[config.mk]
export PLATFORM = sky130hd
export DESIGN_NAME = crc_frame_ctrl
export DESIGN_NICKNAME = d
export VERILOG_FILES = /design/src/rtl/crc_frame_ctrl_pkg.sv /design/src/rtl/crc_lfsr.sv /design/src/rtl/crc_frame_ctrl.sv
export SDC_FILE = /design/constraint.sdc
export NUM_CORES = 1
export LEC_CHECK = 0
export ABC_CLOCK_PERIOD_IN_PS = 1950
export BUFFER_PORTS_ARGS = -buffer_cell sky130_fd_sc_hd__buf_2
export CORE_MARGIN = 8
export CORE_UTILIZATION = 58
export CTS_BUF_LIST = sky130_fd_sc_hd__clkbuf_4 sky130_fd_sc_hd__clkbuf_8
export CTS_CLUSTER_SIZE = 10
export DETAILED_ROUTE_END_ITERATION = 8
export PLACE_DENSITY = 0.8
export SLEW_MARGIN = 25
export SYNTH_ARGS = -nofsm -noshare
export SYNTH_HDL_FRONTEND = slang
export SYNTH_SLANG_ARGS = --single-unit
[constraint.sdc]
create_clock -name clk -period 1.95 [get_ports clk]
set_input_delay 0.0975 -clock clk [delete_from_list [all_inputs] [get_ports clk]]
set_output_delay 0.0975 -clock clk [all_outputs]
set_load 0.1 [all_outputs]
[src/rtl/crc_frame_ctrl_pkg.sv]
// crc_frame_ctrl_pkg
// Shared types and project defaults for the serial CRC frame controller.
//   state_e     : controller FSM states (idle, data shift, CRC output).
//   CrcWidthDef : default CRC/LFSR width for the project polynomial.
//   TapsDef     : default feedback tap mask (bit CRC_WIDTH-1 unused).
//   SeedDef     : default LFSR seed loaded on every frame accept.
//   cnt_width() : counter width able to count the longer of the two phases.
package crc_frame_ctrl_pkg;

  typedef enum logic [1:0] {
    StIdle  = 2'd0,
    StShift = 2'd1,
    StOut   = 2'd2
  } state_e;

  localparam int unsigned CrcWidthDef = 8;
  localparam logic [7:0]  TapsDef     = 8'h08;
  localparam logic [7:0]  SeedDef     = 8'h00;

  function automatic int unsigned cnt_width(input int unsigned a, input int unsigned b);
    return $clog2((a > b) ? a : b) + 1;
  endfunction

endpackage

[src/rtl/crc_lfsr.sv]
// crc_lfsr
// Serial CRC register. One operation per clock, in priority order:
//   load  : state <= SEED
//   step  : fold one data bit in (fb = din ^ state[0], shift right, XOR taps)
//   drain : shift right with zero fill (serialises the CRC LSB first)
// Ports:
//   clk, rst_n : clock, asynchronous active-low reset (state cleared to 0)
//   i_load     : load the seed
//   i_step     : absorb i_din
//   i_din      : serial data bit
//   i_drain    : shift right, zero fill
//   o_lsb      : current state bit 0 (serial CRC bit)
//   o_next     : full next-state value (what the register holds after this edge)
module crc_lfsr
  import crc_frame_ctrl_pkg::*;
#(
  parameter int unsigned          CRC_WIDTH = CrcWidthDef,
  parameter logic [CRC_WIDTH-1:0] TAPS      = CRC_WIDTH'(TapsDef),
  parameter logic [CRC_WIDTH-1:0] SEED      = CRC_WIDTH'(SeedDef)
) (
  input  logic                 clk,
  input  logic                 rst_n,
  input  logic                 i_load,
  input  logic                 i_step,
  input  logic                 i_din,
  input  logic                 i_drain,
  output logic                 o_lsb,
  output logic [CRC_WIDTH-1:0] o_next
);

  logic [CRC_WIDTH-1:0] r_lfsr;
  logic [CRC_WIDTH-1:0] w_next;
  logic                 w_fb;

  assign w_fb = i_din ^ r_lfsr[0];

  always_comb begin
    w_next = r_lfsr;
    if (i_load) begin
      w_next = SEED;
    end else if (i_step) begin
      // TAPS[CRC_WIDTH-1] is never consulted: the top bit always takes fb.
      for (int unsigned i = 0; i < CRC_WIDTH - 1; i++) begin
        w_next[i] = r_lfsr[i+1] ^ (w_fb & TAPS[i]);
      end
      w_next[CRC_WIDTH-1] = w_fb;
    end else if (i_drain) begin
      w_next = r_lfsr >> 1;
    end
  end

  always_ff @(posedge clk or negedge rst_n) begin
    if (!rst_n) begin
      r_lfsr <= '0;
    end else begin
      r_lfsr <= w_next;
    end
  end

  assign o_lsb  = r_lfsr[0];
  assign o_next = w_next;

endmodule

[src/rtl/crc_frame_ctrl.sv]
// crc_frame_ctrl
// Handshaked serial CRC frame controller. Accepts one DATA_WIDTH word in IDLE,
// shifts it LSB first through the CRC LFSR (DATA_WIDTH cycles), streams the
// CRC out LSB first (CRC_WIDTH cycles) and pulses done_tick on return to IDLE.
// Frame period is DATA_WIDTH + CRC_WIDTH + 1 cycles; back-to-back accepts work.
// Ports:
//   clk, rst_n  : clock, asynchronous active-low reset (aborts any frame)
//   data_in     : frame word, sampled on accept
//   data_valid  : producer has a word
//   data_ready  : high only in IDLE
//   crc_out     : serial CRC bit, qualified by crc_valid
//   crc_valid   : high during the CRC output phase
//   crc_par     : final CRC, captured at end of shift, held until the next one
//   busy        : frame in progress
//   done_tick   : one-cycle pulse after the last CRC bit
module crc_frame_ctrl
  import crc_frame_ctrl_pkg::*;
#(
  parameter int unsigned          DATA_WIDTH = 8,
  parameter int unsigned          CRC_WIDTH  = CrcWidthDef,
  parameter logic [CRC_WIDTH-1:0] TAPS       = CRC_WIDTH'(TapsDef),
  parameter logic [CRC_WIDTH-1:0] SEED       = CRC_WIDTH'(SeedDef)
) (
  input  logic                  clk,
  input  logic                  rst_n,
  input  logic [DATA_WIDTH-1:0] data_in,
  input  logic                  data_valid,
  output logic                  data_ready,
  output logic                  crc_out,
  output logic                  crc_valid,
  output logic [CRC_WIDTH-1:0]  crc_par,
  output logic                  busy,
  output logic                  done_tick
);

  localparam int unsigned    CntW        = cnt_width(DATA_WIDTH, CRC_WIDTH);
  localparam logic [CntW-1:0] CntDataLast = CntW'(DATA_WIDTH - 1);
  localparam logic [CntW-1:0] CntCrcLast  = CntW'(CRC_WIDTH - 1);

  state_e                r_state, w_state_d;
  logic [DATA_WIDTH-1:0] r_sreg, w_sreg_d;
  logic [CntW-1:0]       r_cnt, w_cnt_d;
  logic [CRC_WIDTH-1:0]  r_crc_par;
  logic                  r_done, w_done_d;

  logic                  w_load;
  logic                  w_step;
  logic                  w_drain;
  logic                  w_par_en;
  logic                  w_lfsr_lsb;
  logic [CRC_WIDTH-1:0]  w_lfsr_next;

  crc_lfsr #(
    .CRC_WIDTH (CRC_WIDTH),
    .TAPS      (TAPS),
    .SEED      (SEED)
  ) u_lfsr (
    .clk     (clk),
    .rst_n   (rst_n),
    .i_load  (w_load),
    .i_step  (w_step),
    .i_din   (r_sreg[0]),
    .i_drain (w_drain),
    .o_lsb   (w_lfsr_lsb),
    .o_next  (w_lfsr_next)
  );

  always_comb begin
    w_state_d = r_state;
    w_sreg_d  = r_sreg;
    w_cnt_d   = r_cnt;
    w_done_d  = 1'b0;
    w_load    = 1'b0;
    w_step    = 1'b0;
    w_drain   = 1'b0;
    w_par_en  = 1'b0;
    unique case (r_state)
      StIdle: begin
        // data_ready is simply "in IDLE", so data_valid alone means accept.
        if (data_valid) begin
          w_sreg_d  = data_in;
          w_load    = 1'b1;
          w_cnt_d   = '0;
          w_state_d = StShift;
        end
      end
      StShift: begin
        w_step   = 1'b1;
        w_sreg_d = r_sreg >> 1;
        if (r_cnt == CntDataLast) begin
          // Capture the post-step value so crc_par is valid in the first OUT cycle.
          w_par_en  = 1'b1;
          w_cnt_d   = '0;
          w_state_d = StOut;
        end else begin
          w_cnt_d = r_cnt + 1'b1;
        end
      end
      StOut: begin
        w_drain = 1'b1;
        if (r_cnt == CntCrcLast) begin
          w_cnt_d   = '0;
          w_done_d  = 1'b1;
          w_state_d = StIdle;
        end else begin
          w_cnt_d = r_cnt + 1'b1;
        end
      end
      default: begin
        w_state_d = StIdle;
        w_cnt_d   = '0;
      end
    endcase
  end

  always_ff @(posedge clk or negedge rst_n) begin
    if (!rst_n) begin
      r_state   <= StIdle;
      r_sreg    <= '0;
      r_cnt     <= '0;
      r_crc_par <= '0;
      r_done    <= 1'b0;
    end else begin
      r_state <= w_state_d;
      r_sreg  <= w_sreg_d;
      r_cnt   <= w_cnt_d;
      r_done  <= w_done_d;
      if (w_par_en) begin
        r_crc_par <= w_lfsr_next;
      end
    end
  end

  // All outputs decode from registers only.
  assign data_ready = (r_state == StIdle);
  assign busy       = (r_state != StIdle);
  assign crc_valid  = (r_state == StOut);
  assign crc_out    = (r_state == StOut) & w_lfsr_lsb;
  assign crc_par    = r_crc_par;
  assign done_tick  = r_done;

endmodule

==> qor.yml, run 1 <==
status: "complete, no violations"
peakVddDrop_mv: 1.118
synth_cells: 163
vias: 1308
grt_overflow_total: 0
period_share_pct: 92.51
core_mm2: 0.002663
path_class: "flop to output port"
leakage_nw: 0.8059
ys_seq_area_share_pct: 49.01
internal-power_mw: 1.463
placed_cells: 209
cp_max_fo: 6
synth_warnings: 0
io_buffers: 23
synth_edf_count: 0
grt_setup_unrepaired: "false"
drt_iter0_drc: 99
syn2layout_area_growth_pct: 10.91
critPathMaxStageDelay_ns: 0.42
synth_top_cell_by_area: "dfrtp_1"
p_sw_share_pct: 51.22
fillers: 227
cp.arrival_ns: 1.71
dieHeight_um: 68.24
via_per_inst: 6.000
synth_top_area_share_pct: 49.01
cts_max_level: 2
endpoint_kind: "output port"
synth_seq_cells: 31
clock_latency_ns: 0.33
required_ns: 1.85
fin_setup_tns_ns: 0
slowest_stage: "buf_2"
root_buffer: "clkbuf_4"
skew_ns: 0.004774
die_x_um: 68.24
layout-drive-gt1-share_pct: 22.99
hold_violations: 0
cts.sinks: 31
fin_cells: 218
track_usage_pct: 16.24
power_frac_seq_pct: 34.6
drt-total-wl_um: 3310
grt_pass1_wl_um: 5802
timing.slew.headroom_pct: 54.94
ioPinCount: 24
p_total_mw: 2.999
finalInstanceArea_mm2: 0.001755
finalCriticalPeriod_ns: 1.804
finalSetupViolCount: 0
grt_pass1_vias: 1311
fin_ws_ns: 0.1461
nets: 202
gp_congestion: 0.7806
preCtsSetupSlack_ns: 0.3451
first_pass_iters: 4
yosysMostFrequentCell: "dfrtp_1"
drc_errors: 0
wl_per_cell_um: 15.18
synth_common_cells: "dfrtp_1, nand2_1, a21oi_1, o21ai_0"
cts_inserted_buffers: 5
crit_family: "buffers and inverters"
worst_slew_pin_slew_ns: 0.6759
cp_cell_sequence: "inv_2, ha_1, and2_1, buf_2"
ys_types: 31
hold_path.class: "input port to flop"
rows: 19
holdWs_ns: 0.03933
synth.cell_area_mm2: 0.001583
ant_nets: 0
grt_max_degree: 32
finalMaxSlewViolations: 0
antenna_found_initial: 0
cts_buffer_depth: 2
tritoncts: "built"
synth.avg_cell_area_um2: 9.710
start_util_pct: 59.45
post-route-util_pct: 65.93
hpwl_um: 2337
synth_nets: 179
maxCapViolations: 0
fmax_mhz: 554.3
cp-start-kind: "flop"
power_frac_clock_pct: 11.8
diodes: 0
synth_area_leaders: "dfrtp_1, nand2_1, a21oi_1, a221o_1, ha_1"
dieArea_mm2: 0.004657
crit_buf_inv: 2
pwr-share-comb_pct: 53.5
async_reset_ff_share_pct: 100.0
place_area_mm2: 0.001693
power_density_mw_per_mm2: 1708
switchingPower_mw: 1.536
clk_pin_slew_ns: 0.09
synthFlopType: "dfrtp_1"
==> path summary, 6_finish.rpt <==
check	from	cells after the start	slack, ns	endpoint
setup / recovery	r_state[0]	4	0.15	crc_out
hold / removal	data_in[7]	3	0.04	r_sreg[7]
setup reg to reg	r_state[1]	5	0.32	r_cnt[3]
hold reg to reg	crc_par[5]	2	0.47	crc_par[5]
max in group asynchronous	rst_n	2	1.18	r_sreg[2]
min in group asynchronous	rst_n	2	0.33	crc_par[2]
==> power groups by stage <==
stage	logic, mW	registers [mW]	clock network (mW)
6_report	1.61	1.04	0.354
5_1_grt	1.73	1.07	0.393
4_1_cts	1.61	1.04	0.365
3_5_place_dp	1.61	1.05	0
3_3_place_gp	1.57	1.04	0
2_1_floorplan	1.01	1.43	0
==> kinds of logic (layout without fill, tap and decap cells) <==
group	count (synthesis)	in the layout	synth area share [%]
and+or+nand+nor	70	70	23.95
DFF	31	31	49.01
AOI/OAI and AO/OA	41	41	16.21
buffers and inverters	14	38	5.691
adders and majority gates	5	5	3.953
xor gates and xnor gates	1	1	0.5535
muxes	1	1	0.6324
==> cell type report <==
| class | instances | area [um^2] | area share [%] |
|---|---|---|---|
| well taps | 31 | 38.79 | 2.210 |
| inverters | 4 | 18.77 | 1.069 |
| repair buffers | 26 | 140.1 | 7.983 |
| multi-input cells | 118 | 729.5 | 41.55 |
| clock buffers | 5 | 37.54 | 2.138 |
| flip-flops and latches | 31 | 775.7 | 44.19 |
| clock inverters | 3 | 15.01 | 0.8553 |
==> sequential cells by signal (all words and copies together), names as in the netlist <==
signal	count
done_tick	1
r_cnt	4
crc_par	8
r_state	2
u_lfsr.r_lfsr	8
r_sreg	8
==> layout by cell type (no fill, tap or decap), types with 2 or more instances in the layout <==
cell type | Yosys | routed
nor2b_1 | 2 | 2
clkinv_2 | 0 | 3
ha_1 | 5 | 4
a21oi_1 | 16 | 16
and2_1 | 2 | 2
a211oi_1 | 2 | 2
nor2_1 | 2 | 2
o31ai_1 | 2 | 2
inv_2 | 0 | 2
a221o_1 | 7 | 7
o21ai_0 | 11 | 10
clkbuf_4 | 0 | 5
nand3_1 | 10 | 10
buf_2 | 6 | 23
and2_4 | 2 | 2
dfrtp_1 | 31 | 31
nand2b_1 | 10 | 10
buf_4 | 0 | 2
nand4_1 | 6 | 6
nand2_1 | 28 | 28
==> routing by layer <==
| layer | track usage, % | vias to the layer above | share of wire, % |
|---|---|---|---|
| li1 | - | 622 | - |
| met5 | 0 | - | 0 |
| met1 | 17.87 | 641 | 41 |
| met2 | 28.60 | 40 | 52 |
| met4 | 7.417 | 0 | 1.5 |
| met3 | 4.255 | 5 | 5.4 |
==> worst min-delay path, stage by stage <==
cell	delay [ns]
buf_2	0.07
a22oi_1	0.05
o21ai_1	0.11
==> what timing repair did <==
action	4_1_cts	5_1_grt
resized for setup	0	0
hold buffers	1	0
setup buffers	0	0
endpoints found under the hold margin	31	0
Power figures use the tool's default switching activity.
==> run 2: changes to the inputs <==
--- a/config.mk
+++ b/config.mk
@@ -8,11 +8,12 @@
 export ABC_CLOCK_PERIOD_IN_PS = 1950
 export BUFFER_PORTS_ARGS = -buffer_cell sky130_fd_sc_hd__buf_2
 export CORE_MARGIN = 8
-export CORE_UTILIZATION = 58
+export CORE_UTILIZATION = 30
 export CTS_BUF_LIST = sky130_fd_sc_hd__clkbuf_4 sky130_fd_sc_hd__clkbuf_8
 export CTS_CLUSTER_SIZE = 10
 export DETAILED_ROUTE_END_ITERATION = 8
-export PLACE_DENSITY = 0.8
+export PLACE_DENSITY = 0.46
+export SETUP_SLACK_MARGIN = 0.5
 export SLEW_MARGIN = 25
 export SYNTH_ARGS = -nofsm -noshare
 export SYNTH_HDL_FRONTEND = slang
==> run 2 against run 1 <==
Against the previous run:
- sequential share of layout area shrank 8.0 points
- clock-buffer cell count grew 3
- power grew 23%
- clock skew grew 0.0022 ns
- sequential power is essentially flat
- register-to-register slack gained 0.18 ns
- critical endpoint is now crc_valid
- largest cell class is now multi-input combinational cells
- largest power group unchanged
- design area grew 22%
- fmax grew 21%
- via count grew 2.0%
- clock power grew 60%
==> qor.yml, run 2 (synthesis gave the netlist of run 1 again) <==
worstHoldEndpoint: "r_sreg[7]"
cp.arrival_ns: 1.39  # -0.32 ns
fmax_mhz: 671.3  # +21%
hold_violations: 0  # unchanged
finalSetupViolCount: 0  # unchanged
hold-path-cell-count: 3  # unchanged
wl_per_cell_um: 15.09  # -0.60%
via_per_inst: 4.923  # -18%
endpoint_kind: "output port"
dieHeight_um: 88.64  # +30%
hpwl_um: 2597  # +11%
power_density_mw_per_mm2: 1717  # +0.49%
cts_max_level: 2  # unchanged
skew_ns: 0.006984  # +0.002210 ns
drt_iter0_drc: 38  # -62%
clk_pin_slew_ns: 0.07  # -0.02 ns
layout_commonest_cell: "dfrtp_1"
vias: 1334  # +2.0%
root_buffer: "clkbuf_8"
place_area_mm2: 0.001750  # +3.4%
r2r_end: "r_sreg[4]"
status: "complete, no violations"
preCtsSetupSlack_ns: 0.3967  # +0.05161 ns
finalInstanceArea_mm2: 0.002150  # +22%
core_mm2: 0.005107  # +92%
nets: 216  # +6.9%
grt_max_degree: 32  # unchanged
final_cell_mix: "dfrtp_1, nand2_1, buf_2"
post-route-util_pct: 42.09  # -24 points
first_pass_iters: 4  # unchanged
path_class: "flop to output port"
ff2ff_path_depth: 5  # unchanged
ant_nets: 0  # unchanged
grt_pass1_vias: 1332  # +1.6%
io_buffers: 23  # unchanged
drc_errors: 0  # unchanged
tritoncts: "built"
dieArea_mm2: 0.007856  # +69%
finalCriticalPeriod_ns: 1.490  # -0.3144 ns
period_share_pct: 76.39  # -16 points
p_total_mw: 3.690  # +23%
grt_setup_unrepaired: "true"
cts_inserted_buffers: 5  # unchanged
finalMaxSlewViolations: 0  # unchanged
reg2reg_setup_slack_ns: 0.50  # +0.18 ns
cp-start-kind: "flop"
leakage_nw: 0.9537  # +18%
clock_latency_ns: 0.28  # -0.05 ns
rows: 26  # +7
track_usage_pct: 10.91  # -5.3 points
cts.sinks: 31  # unchanged
die_x_um: 88.64  # +30%
hp-start: "data_in[7]"
ioPinCount: 24  # unchanged
reg2reg_from: "r_state[1]"
syn2layout_area_growth_pct: 35.81
peakVddDrop_mv: 0.6351  # -43%
grt_pass1_wl_um: 6548  # +13%
maxCapViolations: 0  # unchanged
start_util_pct: 30.99  # -28 points
worst_slew_pin_slew_ns: 0.7075  # +0.03163 ns
diodes: 0  # unchanged
antenna_found_initial: 0  # unchanged
holdWs_ns: 0.09178  # +0.05246 ns
fin_ws_ns: 0.4604  # +0.3144 ns
required_ns: 1.85  # about the same
cp_max_fo: 8  # +2
drt-total-wl_um: 4090  # +24%
gp_congestion: 0.7507  # -3.8%
layout-drive-gt1-share_pct: 36.82  # +14 points
grt_overflow_total: 0  # unchanged
timing.slew.headroom_pct: 52.83  # -2.1 points
hold_path.class: "input port to flop"
cts_buffer_depth: 2  # unchanged
==> run 2: critical path: stages (launching register included) <==
cell,delay [ns]
dfrtp_2,0.44
buf_4,0.13
ha_2,0.30
buf_8,0.24
==> run 2: cell type report <==
cell class	instances	area [um^2]
Timing Repair Buffer	39	319.1
Tap cell	70	87.58
Multi-Input combinational cell	119	840.8
Clock buffer	8	103.9
Fill cell	520	2958
Inverter	4	21.27
Sequential cell	31	777.0
==> run 2: timing repair <==
action | CTS | global route
cloned | 1 | 1
setup buffers | 7 | 4
endpoints found under the hold margin | 31 | 0
endpoints found under the setup margin | 15 | 23
hold buffers | 1 | 0
gates resized for setup | 23 | 24
pin swaps | 0 | 2
==> run 2: where the power goes <==
group	total (mW)	switching, mW	internal, mW
combinational	2.06	1.28	0.780
clock	0.568	0.232	0.336
sequential	1.06	0.194	0.869
==> run 2: routing by layer <==
layer  GRT usage, %  vias to the layer above  part of all wire [%]
met5              0                        -                     0
met4          3.226                        0                  0.93
met3          3.157                        5                   4.5
met2          18.73                       27                    49
met1          12.73                      647                    46
li1               -                      655                     -
==> run 2: metrics by stage <==
stage	std cells	setup TNS, ns
after detailed placement	249	0
final	271	0
after global placement	249	0
after global routing	271	0
after floorplan	163	-0.1154
after CTS	266	0
==> run 2: worst max path at each step <==
stage / start / end / slack [ns] / depth (start not counted)
floorplan: r_state[1] / r_sreg[7] / -0.09 / 7
global placement: r_state[1] / r_sreg[1] / 0.46 / 5
detailed placement: r_state[1] / r_state[0] / 0.40 / 6
CTS: r_state[0] / crc_out / 0.46 / 4
global route: r_state[0] / crc_valid / 0.42 / 3
finish: r_state[1] / crc_valid / 0.46 / 3
==> run 3: changes to the inputs <==
--- a/config.mk
+++ b/config.mk
@@ -5,7 +5,7 @@
 export SDC_FILE = /design/constraint.sdc
 export NUM_CORES = 1
 export LEC_CHECK = 0
-export ABC_CLOCK_PERIOD_IN_PS = 1950
+export ABC_CLOCK_PERIOD_IN_PS = 1450
 export BUFFER_PORTS_ARGS = -buffer_cell sky130_fd_sc_hd__buf_2
 export CORE_MARGIN = 8
 export CORE_UTILIZATION = 30
==> constraint.sdc (replaced) <==
create_clock -name clk -period 1.45 [get_ports clk]
set_input_delay 0.0725 -clock clk [delete_from_list [all_inputs] [get_ports clk]]
set_output_delay 0.0725 -clock clk [all_outputs]
set_load 0.1 [all_outputs]
==> run 3 against run 2 <==
Against the previous run:
- the run now ends with negative setup slack left
- sequential power is 42% higher
- non-clock buffer count rose by 12
- routed wire length is 2.6% higher
- clock-buffer cell count fell by 1
- critical path type unchanged
- critical endpoint unchanged
- largest cell class unchanged
==> qor.yml, run 3 (synthesis gave the netlist of run 1 again) <==
path_class: "flop to output port"
leakage_nw: 1.081  # +13%
power_density_mw_per_mm2: 2234  # +30%
preCtsSetupSlack_ns: 0.01400  # -0.3827 ns
hold-path-cell-count: 3  # unchanged
root_buffer: "clkbuf_8"
fin_ws_ns: -0.002211  # -0.4627 ns
wl_per_cell_um: 14.83  # -1.7%
syn2layout_area_growth_pct: 58.58
cts_buffer_depth: 2  # unchanged
fmax_mhz: 688.6
power_frac_clock_pct: 12.3  # -3.1 points
holdWs_ns: 0.06401  # -0.02777 ns
gp_congestion: 0.8302  # +11%
reg2reg_from: "r_state[0]"
nets: 228  # +5.6%
worst_slew_pin_slew_ns: 0.5202  # -0.1873 ns
cp.arrival_ns: 1.38  # about the same
finalMaxSlewViolations: 0  # unchanged
placed_cells: 260  # +4.4%
period_share_pct: 100.2
drc_errors: 0  # unchanged
hpwl_um: 2794  # +7.6%
required_ns: 1.38  # -0.47 ns
cp-start-kind: "flop"
power_frac_seq_pct: 26.8  # -2.0 points
layout-drive-gt1-share_pct: 50.70  # +14 points
p_total_mw: 5.608  # +52%
grt_pass1_wl_um: 6796  # +3.8%
critPathMaxStageDelay_ns: 0.39  # -0.05 ns
cts.sinks: 31  # unchanged
ant_nets: 0  # unchanged
place_area_mm2: 0.001952  # +12%
finalInstanceArea_mm2: 0.002510  # +17%
grt_setup_unrepaired: "true"
violations: "negative setup slack"
grt_overflow_total: 0  # unchanged
antenna_found_initial: 0  # unchanged
fin_cells: 283  # +4.4%
final_cell_mix: "nand2_1, dfrtp_1, buf_4"
clock_latency_ns: 0.28  # about the same
p_sw_share_pct: 44.68  # -1.5 points
clk_pin_slew_ns: 0.06  # about the same
fin_setup_tns_ns: -0.002211  # -0.002211 ns
skew_ns: 0.006288  # -0.0006958 ns
internal-power_mw: 3.102  # +56%
status: "complete, but fails checks"
cp_cell_sequence: "inv_2, ha_2, buf_4, buf_12"
cts_max_level: 2  # unchanged
switchingPower_mw: 2.506  # +47%
first_pass_iters: 4  # unchanged
hold_path.class: "input port to flop"
worstHoldEndpoint: "r_sreg[7]"
drt_iter0_drc: 37  # -2.6%
die_x_um: 88.64  # unchanged
rows: 26  # unchanged
core_mm2: 0.005107  # unchanged
track_usage_pct: 11.30  # +0.40 points
grt_max_degree: 23  # -28%
r2r_end: "r_sreg[0]"
cts_inserted_buffers: 5  # unchanged
timing.slew.headroom_pct: 65.32  # +12 points
cp_max_fo: 5  # -3
layout_commonest_cell: "nand2_1"
ff2ff_path_depth: 5  # unchanged
dieArea_mm2: 0.007856  # unchanged
grt_pass1_vias: 1440  # +8.1%
hold_violations: 0  # unchanged
start_util_pct: 30.99  # unchanged
post-route-util_pct: 49.14  # +7.1 points
via_per_inst: 4.876  # -0.94%
diodes: 0  # unchanged
finalSetupViolCount: 1  # +1
vias: 1380  # +3.4%
io_buffers: 23  # unchanged
fillers: 489  # -6.0%
tritoncts: "built"
drt-total-wl_um: 4197  # +2.6%
endpoint_kind: "output port"
peakVddDrop_mv: 0.6013  # -5.3%
dieHeight_um: 88.64  # unchanged
pwr-share-comb_pct: 61.0  # +5.2 points
reg2reg_setup_slack_ns: 0.01  # -0.49 ns
hp-start: "data_in[7]"
finalCriticalPeriod_ns: 1.452
slowest_stage: "dfrtp_1"
maxCapViolations: 0  # unchanged
ioPinCount: 24  # unchanged
run 3: cell types whose count changed in the layout (fill, tap and decap cells not counted), sizes merged:
cell    previous run  this run
buf               38        50
clkinv             0         1
clkbuf             8         7
run 3: what timing repair did:
action	in CTS	in global routing
cloned	1	0
hold endpoints to repair	20	0
pin swaps	6	10
endpoints found under the setup margin	44	44
hold buffers	1	0
buffers inserted	13	0
gates resized for setup	55	34
run 3: layout make-up:
| class | count | area [um^2] | share of cell area (%) |
|---|---|---|---|
| repair buffers | 51 | 581.8 | 23.18 |
| multi-input cells | 119 | 945.9 | 37.69 |
| well taps | 70 | 87.58 | 3.490 |
| clock buffers | 7 | 83.83 | 3.340 |
| inverters | 4 | 18.77 | 0.7478 |
| clock inverters | 1 | 5.005 | 0.1994 |
| flip-flops and latches | 31 | 787.0 | 31.36 |
run 3: how the worst max path moves through the flow:
stage | start | cells after the start | end | slack (ns)
after floorplan | r_state[1] | 7 | r_sreg[7] | -0.59
after global placement | r_state[0] | 5 | r_sreg[0] | 0.07
after detailed placement | r_state[0] | 5 | r_sreg[0] | 0.01
after CTS | r_state[0] | 5 | busy | 0.0001
after global routing | r_state[0] | 5 | data_ready | -0.06
final | r_state[0] | 4 | crc_valid | -0.002
run 3: routing by layer:
metal	vias up	track usage (%)	share of wire (%)
met5	-	0	0
met4	0	3.226	1.0
met3	4	3.528	5.3
met2	30	19.95	52
met1	668	12.64	42
li1	678	-	-
run 3: worst max-delay path: cells and delay by family (launching register included):
kind / cells / cell delay [ns]
DFF: 1 / 0.39
buffers and inverters: 3 / 0.44
adders and majority gates: 1 / 0.26
run 3: power by group through the flow:
stage | Sequential [mW] | Combinational [mW] | Clock, mW
after global placement | 1.44 | 2.48 | 0
after floorplan | 1.95 | 1.39 | 0
after global routing | 1.54 | 3.62 | 0.752
after detailed placement | 1.44 | 2.50 | 0
after CTS | 1.46 | 3.08 | 0.712
final | 1.50 | 3.42 | 0.688
